File: src/rtl/delay_line_ctrl.sv
// Variable-length delay line with backpressure and drain-then-apply
// delay reconfiguration.
module delay_line_ctrl #(
    parameter  int N          = 5,
    parameter  int MAX_DELAY  = 8,
    parameter  int INIT_DELAY = 4,
    localparam int DW         = $clog2(MAX_DELAY + 1)
) (
    input  logic          clk,
    input  logic          rst_n,
    input  logic          in_valid,
    input  logic [N-1:0]  in_data,
    output logic          in_ready,
    output logic          out_valid,
    output logic [N-1:0]  out_data,
    input  logic          out_ready,
    input  logic          cfg_valid,
    input  logic [DW-1:0] cfg_delay,
    output logic          cfg_ready,
    output logic          cfg_err,
    output logic [DW-1:0] cur_delay,
    output logic          busy
);

    localparam logic [DW-1:0] MAXD  = DW'(MAX_DELAY);
    localparam logic [DW-1:0] INITD = DW'(INIT_DELAY);

    typedef enum logic [1:0] {
        RUN,
        DRAIN,
        APPLY
    } state_t;

    state_t               state;
    state_t               state_nx;
    logic [N-1:0]         s [MAX_DELAY];
    logic [MAX_DELAY-1:0] v;
    logic [MAX_DELAY-1:0] live_mask;
    logic [DW-1:0]        cur_q;
    logic [DW-1:0]        pend_q;
    logic                 err_q;
    logic                 in_flight;
    logic                 accept;

    assign cfg_ready = (state == RUN);
    assign busy      = (state != RUN);
    assign in_ready  = cfg_ready && out_ready;
    assign accept    = in_valid && in_ready;
    assign cfg_err   = err_q;
    assign cur_delay = cur_q;

    // Only stages inside the active delay window hold live words.
    always_comb begin
        live_mask = '0;
        for (int i = 0; i < MAX_DELAY; i++) begin
            live_mask[i] = (DW'(i) < cur_q);
        end
    end

    assign in_flight = |(v & live_mask);

    always_comb begin
        state_nx = state;
        unique case (state)
            RUN:     if (cfg_valid) state_nx = DRAIN;
            DRAIN:   if (!in_flight) state_nx = APPLY;
            APPLY:   state_nx = RUN;
            default: state_nx = RUN;
        endcase
    end

    // Zero delay falls through to the bypass defaults.
    always_comb begin
        out_data  = in_data;
        out_valid = in_valid && cfg_ready;
        for (int i = 0; i < MAX_DELAY; i++) begin
            if (cur_q == DW'(i + 1)) begin
                out_data  = s[i];
                out_valid = v[i] && (state != APPLY);
            end
        end
    end

    always_ff @(posedge clk or negedge rst_n) begin
        if (!rst_n) begin
            state <= RUN;
        end else begin
            state <= state_nx;
        end
    end

    always_ff @(posedge clk or negedge rst_n) begin
        if (!rst_n) begin
            for (int i = 0; i < MAX_DELAY; i++) begin
                s[i] <= '0;
            end
            v <= '0;
        end else begin
            if (out_ready) begin
                s[0] <= in_data;
                v[0] <= accept;
                for (int i = 1; i < MAX_DELAY; i++) begin
                    s[i] <= s[i-1];
                    v[i] <= v[i-1];
                end
            end
            if (state == APPLY) begin
                v <= '0;
            end
        end
    end

    always_ff @(posedge clk or negedge rst_n) begin
        if (!rst_n) begin
            cur_q  <= INITD;
            pend_q <= INITD;
            err_q  <= 1'b0;
        end else begin
            err_q <= 1'b0;
            if (state == RUN && cfg_valid) begin
                pend_q <= (cfg_delay > MAXD) ? MAXD : cfg_delay;
                err_q  <= (cfg_delay > MAXD);
            end
            if (state == APPLY) begin
                cur_q <= pend_q;
            end
        end
    end

endmodule
File: config.mk
export PLATFORM = sky130hd
export DESIGN_NAME = delay_line_ctrl
export DESIGN_NICKNAME = d
export VERILOG_FILES = /design/src/rtl/delay_line_ctrl.sv
export SDC_FILE = /design/constraint.sdc
export NUM_CORES = 1
export LEC_CHECK = 0
export ABC_AREA = 0
export BUFFER_PORTS_ARGS = -buffer_cell sky130_fd_sc_hd__buf_4
export CAP_MARGIN = 15
export CORE_UTILIZATION = 25
export DETAILED_ROUTE_END_ITERATION = 12
export PLACE_DENSITY = 0.45
export SLEW_MARGIN = 20
export SYNTH_ARGS = -nofsm -noshare
export SYNTH_HDL_FRONTEND = slang
export SYNTH_SLANG_ARGS = --single-unit
export TNS_END_PERCENT = 30
File: constraint.sdc
create_clock -name clk -period 1.9 [get_ports clk]
set_input_delay 0.38 -clock clk [delete_from_list [all_inputs] [get_ports clk]]
set_output_delay 0.38 -clock clk [all_outputs]
set_load 0.02 [all_outputs]
==> summary.txt, run 1 <==
Timing
  – Worst Skew: 4.41 ps
  – Measured slew at the worst slew-check pin: ~750 ps
  – Minimum clock period: 2310 ps
  – Worst Setup Slack, final: -412 ps
  – Final Hold Fails: 0
  – Fin Hold WS: ~110 ps
  – Endpoints failing setup: 6
  – Final Cycle Share: 122%
  – Max-slew violations: 0
  – Slew headroom: 50.0%
  – Unrepaired setup endpoints after global routing: yes
  – Max Clk Rate: around 430 MHz

Route
  – Via count: approximately 2500
  – Total Routed Length: 7610 um
  – First DRT Iteration DRCs: 71
  – ANT nets after route: 0
  – Residual DRC count: 0
  – Vias per Instance: 4.79
  – Router iterations before antenna repair: 4
  – DR WL/cell: 14.6 um

Worst setup path
  – Required time worst endpoint: 1520 ps
  – Worst r2r dst: state[0]$_DFFE_PN0P_
  – Worst R2R Path Depth: 6
  – CP endpoint kind: output port
  – Critical path class: reg2out
  – R2r setup slk: around 250 ps
  – Worst setup startpoint: cur_delay[2]$_DFFE_PN1P_
  – Setup crit start kind: flip-flop
  – Worst R2R Start: cur_delay[2]$_DFFE_PN1P_
  – Crit-path max FO: 9
  – Worst EP arrival: 1930 ps

GRT
  – Largest net degree at the start of global routing: 60
  – First-pass GRT wire length: roughly 13000 um
  – Global route total overflow: 0
  – Vias in the first global route: approximately 2500
  – Initial antenna violation count: 0
  – GRT Util Overall: 12.9%

Layout
  – Syn-to-layout area delta: 36.0%
  – Most common cell after layout, fill and taps aside: buf_4
  – N_diodes: 0
  – Most frequent cells in the layout: 74 x buf_4, 55 x dfrtp_1, 41 x mux2_2
  – Nets: 384
  – Non-Filler Instances: approximately 520
  – Share of cells above drive strength 1: 43.2%

Power and ir drop
  – Power per Cell Area: 1560 mW/mm^2
  – Maximum vdd drop: approximately 0.66 mV
  – Pleak: 1.78 nW

Floorplan
  – Core Footprint: 0.0120 sq mm
  – Die Width: approximately 110 um
  – Total die area: 0.0127 sq mm
  – Die Y: 113 um
  – I/O pin cnt: 28
  – Initial Utilization: 25.5%
  – # rows: 40

Logic synthesis
  – Sequential element share of the synthesized area: ~48%
  – Syn Area/Cell: 10.3 sq um
  – Syn Inst Count: 298
  – Synth cell types: 37
  – Syn. warnings: 0
  – Cell Area, Synth: 0.00306 sq mm
  – Syn_nets: 312
  – Yosys reg bits: 59

CTS
  – Max H-tree Level: 3
  – Clock sink count: between 50 and 60
  – CTS Hold Buffers Added: 0
  – CTS tree: done
  – CTS max path bufs: 2
  – Clk root buf: clkbuf_16
  – CTS Buf Count: 9
  – Clock slew at reported path FFs: 50 ps
  – Worst skew pair latency: 330 ps

Placement
  – Placed Cells incl. Taps: 503
  – Placer congestion estimate: 0.897
  – Placed wire-length estimate: roughly 5400 um
  – I/O Buffers: 27

Flow run
  – Max cap viols: 0

Status
  – Failing checks: setup timing
  – Status: finished with violations

Hold path
  – Hold Path Class: in2async
==> final cells by class <==
cell class              instances  area, sq um
well taps                     147          184
multi-input cells             216         1530
clock inverters                 5         52.6
inverters                       4         15.0
flip-flops and latches         59         1480
fillers                      1189         7810
repair buffers                 80          649
clock buffers                  11          243
==> cell families (layout without fill, tap and decap cells) <==
family	Yosys count	after routing	synth area share, %
compound gates	86	86	16.6
buf+inv	23	100	4.14
flops	59	59	48.4
mux	48	48	17.4
simple gates	82	82	13.4
==> sequential cells by signal, summed over array words and instances, names as in the netlist <==
| register | cells |
|---|---|
| cfg_err | 1 |
| pend_q | 4 |
| cur_delay | 4 |
| s | 40 |
| state | 2 |
| v | 8 |
==> what timing repair did <==
action,CTS,global route
resized for setup,16,12
pin swaps,6,2
setup endpoints to repair,6,6
setup buffers,3,0
==> power breakdown <==
part	internal, mW	switching [mW]
Clock	1.04	0.568
Sequential	1.65	0.332
Combinational	1.46	1.43
==> per-layer routing <==
| metal | global-route usage, % | up-vias | wire length, um |
|---|---|---|---|
| met5 | 0 | - | 0 |
| met4 | 5.96 | 0 | 184 |
| met3 | 2.92 | 15 | 281 |
| met2 | 20.9 | 50 | 3670 |
| met1 | 16.3 | 1219 | 3470 |
| li1 | - | 1217 | - |
==> synth_stat cells (all sizes together) <==
| library cell | n | area share, % |
|---|---|---|
| inv | 4 | 0.49 |
| mux2 | 41 | 15 |
| a21oi | 32 | 5.2 |
| and2 | 2 | 0.41 |
| a31oi | 7 | 1.4 |
| clkbuf | 2 | 0.25 |
| dfrtp | 57 | 47 |
| nor3b | 1 | 0.25 |
| a22oi | 2 | 0.49 |
| a221oi | 1 | 0.29 |
| nand3b | 1 | 0.25 |
| buf | 17 | 3.4 |
| nand2b | 9 | 1.8 |
| nor4 | 1 | 0.20 |
| nor2b | 12 | 2.5 |
| mux2i | 7 | 2.3 |
| and2b | 2 | 0.57 |
| nor3 | 5 | 0.98 |
| a222oi | 1 | 0.33 |
| a211oi | 5 | 1.2 |
| o22ai | 7 | 1.4 |
| nor2 | 21 | 2.7 |
| o21a | 1 | 0.25 |
| dfstp | 2 | 1.7 |
| a2111oi | 2 | 0.98 |
| nand2 | 21 | 2.6 |
| o21ai | 24 | 3.9 |
| nand3 | 7 | 1.1 |
| o31ai | 3 | 0.74 |
| o2111ai | 1 | 0.29 |
==> worst max-delay path, cell delays in order (launching register included) <==
cell and delay, ps:
dfstp_2 590, nor3_1 70, and2_2 230, buf_12 150, a222oi_1 280, o21ai_1 110, buf_4 170
==> through the flow <==
step                      setup TNS (ps)  cell area [sq um]  util (%)  power (mW)  worst slack (ps)
after floorplan                     -557               3060         -        3.49              -146
after global placement              -713               3750      31.3        4.73              -159
after detailed placement            -911               3750      31.3        4.73              -218
after CTS                          -2470               4120      34.5        6.49              -440
after global routing               -2880               4160      34.7        6.90              -499
final                              -2240               4160      34.7        6.49              -412
==> how the worst max path moves through the flow <==
stage	endpoint	slack, ps
2_1_floorplan	out_data[4]	-150
3_3_place_gp	out_data[4]	-160
3_5_place_dp	out_data[4]	-220
4_1_cts	out_data[3]	-440
5_1_grt	out_data[3]	-500
6_report	out_data[3]	-410
Power figures use the tool's default switching activity.
==> inputs of run 2 (changes only) <==
--- a/config.mk
+++ b/config.mk
@@ -11,6 +11,7 @@
 export CORE_UTILIZATION = 25
 export DETAILED_ROUTE_END_ITERATION = 12
 export PLACE_DENSITY = 0.45
+export SETUP_SLACK_MARGIN = 0.2
 export SLEW_MARGIN = 20
 export SYNTH_ARGS = -nofsm -noshare
 export SYNTH_HDL_FRONTEND = slang
==> run 2 against run 1 <==
Effect of this change: the run still ends with setup timing left; non-clock buffer count fell by 4; die area unchanged; sequential share of layout area increased by 0.43 points; total power is 0.95% lower; worst setup slack gained 6.8 ps; highest routed layer unchanged; combinational power is 2% higher.
==> summary.txt, run 2 (synthesized netlist as in run 1, its figures left out) <==
Timing
  – Unrepaired setup endpoints after global routing: yes
  – Max-slew violations: 0 (unchanged)
  – Setup_tns: -2190 ps (+47.9 ps)
  – Measured slew at the worst slew-check pin: 755 ps (+4.51 ps)
  – Fin Hold WS: 134 ps (+21.8 ps)
  – Slew headroom: 49.7% (-0.30 points)
  – Final Hold Fails: 0 (unchanged)
  – Final Cycle Share: 121% (-0.36 points)
  – Minimum clock period: 2300 ps (-6.76 ps)
  – Worst Setup Slack, final: -405 ps (+6.76 ps)
  – Endpoints failing setup: 6 (unchanged)
  – Worst Skew: 5.14 ps (+0.739 ps)
  – Max Clk Rate: 434 MHz (+0.29%)

Route
  – First DRT Iteration DRCs: 90 (+27%)
  – Router iterations before antenna repair: 4 (unchanged)
  – DR WL/cell: 15.0 um (+3.2%)
  – Via count: 2521 (+0.80%)
  – Residual DRC count: 0 (unchanged)
  – Total Routed Length: 7780 um (+2.2%)
  – ANT nets after route: 0 (unchanged)
  – Vias per Instance: 4.88 (+1.8%)

GRT
  – Largest net degree at the start of global routing: 60 (unchanged)
  – Initial antenna violation count: 0 (unchanged)
  – Global route total overflow: 0 (unchanged)
  – GRT Util Overall: 13.3% (+0.40 points)
  – Vias in the first global route: 2624 (+2.9%)
  – First-pass GRT wire length: 13100 um (+2.9%)

Power and ir drop
  – Maximum vdd drop: 0.572 mV (-13%)
  – Power per Cell Area: 1560 mW/mm^2 (+0.17%)
  – Pleak: 1.76 nW (-1.2%)

Worst setup path
  – Crit path capture: out_data[3]
  – Worst EP arrival: 1920 ps (about the same)
  – Worst r2r dst: state[0]$_DFFE_PN0P_
  – R2r setup slk: 230 ps (-20 ps)
  – Critical path class: reg2out
  – Crit-path max FO: 7 (-2)
  – Worst setup startpoint: cur_delay[2]$_DFFE_PN1P_
  – Worst R2R Path Depth: 6 (unchanged)
  – Worst R2R Start: cur_delay[2]$_DFFE_PN1P_
  – Setup crit start kind: flip-flop
  – CP endpoint kind: output port
  – Required time worst endpoint: 1520 ps (about the same)

CTS
  – CTS Buf Count: 9 (unchanged)
  – Clock sink count: 59 (unchanged)
  – Clock slew at reported path FFs: 50 ps (about the same)
  – CTS tree: done
  – Clk root buf: clkbuf_16
  – CTS max path bufs: 2 (unchanged)
  – CTS Hold Buffers Added: 0 (unchanged)
  – Worst skew pair latency: 320 ps (about the same)
  – Max H-tree Level: 3 (unchanged)

Layout
  – Layout fillers: 1227 (+3.2%)
  – Most common cell after layout, fill and taps aside: buf_4
  – Nets: 380 (-1.0%)
  – Most frequent cells in the layout: 70 x buf_4, 54 x dfrtp_1, 41 x mux2_2
  – Max reg flops: 40 (unchanged)
  – N_diodes: 0 (unchanged)
  – Share of cells above drive strength 1: 43.8% (+0.58 points)
  – Non-Filler Instances: 517 (-0.96%)
  – Syn-to-layout area delta: 34.5%
  – Top reg by flops: s
  – Post-layout util: 34.4% (-0.39 points)
  – Regs by FF count: s: 40 flops, v: 8 flops

Placement
  – Placer congestion estimate: 0.767 (-14%)
  – Placed Cells incl. Taps: 497 (-1.2%)
  – Place WS: -141 ps (+77.5 ps)
  – Placed wire-length estimate: 5650 um (+4.5%)
  – I/O Buffers: 27 (unchanged)

Floorplan
  – Core Footprint: 0.0120 sq mm (unchanged)
  – Initial Utilization: 25.5% (unchanged)
  – Total die area: 0.0127 sq mm (unchanged)
  – Die Width: 113 um (unchanged)
  – # rows: 40 (unchanged)
  – I/O pin cnt: 28 (unchanged)
  – Die Y: 113 um (unchanged)

Status
  – Status: finished with violations
  – Failing checks: setup timing

Flow run
  – Max cap viols: 0 (unchanged)

Hold path
  – Hold Path Class: in2async
==> run 2: cell count changes in the layout (fill, tap and decap cells not counted), sizes merged <==
cell      delta
buf          -4
clkinvlp     -1
clkinv       -1
bufinv       -1
clkbuf       +2
==> run 2: cell type report <==
type	instances	area (sq um)	area share (%)
multi-input combinational	216	1550	37.6
sequential	59	1480	36.1
timing repair buffer	76	602	14.6
clock buffer	13	270	6.58
inverter	4	15.0	0.365
clock inverter	2	10.0	0.244
tap	147	184	4.48
==> run 2: worst min path at each step <==
stage | start | endpoint | slack (ps) | cells past startpoint
2_1_floorplan | rst_n | cfg_err$_DFF_PN0_ | 80 | 0
3_3_place_gp | pend_q[3]$_DFFE_PN0P_ | cur_delay[3]$_DFFE_PN0P_ | 470 | 2
3_5_place_dp | pend_q[3]$_DFFE_PN0P_ | cur_delay[3]$_DFFE_PN0P_ | 470 | 2
4_1_cts | rst_n | pend_q[3]$_DFFE_PN0P_ | 160 | 1
5_1_grt | rst_n | pend_q[3]$_DFFE_PN0P_ | 200 | 1
6_report | rst_n | pend_q[3]$_DFFE_PN0P_ | 130 | 1
==> run 2: power by group <==
group,internal [mW],leakage (nW),switching (mW)
registers,1.65,0.714,0.325
logic,1.46,0.907,1.49
clock network,0.975,0.141,0.523
==> run 2: timing repair <==
item | 4_1_cts | 5_1_grt
setup endpoints to repair | 8 | 9
setup buffers | 0 | 5
gates resized for setup | 7 | 21
cloned | 0 | 0
pin swaps | 3 | 4
==> run 2: critical path, stage by stage, from the launching register on <==
cell	delay, ps
dfstp_2	590
and2b_4	230
a21oi_2	110
o22ai_1	70
a222oi_1	350
o21ai_2	110
buf_6	140
==> run 2: routing by layer <==
metal | up-vias | global-route usage (%) | part of all wire (%)
met4 | 0 | 6.04 | 1.4
met2 | 43 | 20.8 | 47
met1 | 1256 | 17.5 | 48
met5 | - | 0 | 0
met3 | 8 | 2.86 | 3.3
li1 | 1214 | - | -
==> run 2: metrics by stage <==
step	power [mW]	area, sq um
after floorplan	3.55	3080
after global placement	4.71	3700
after detailed placement	4.71	3700
after CTS	6.30	4000
after global routing	6.85	4110
final	6.42	4110
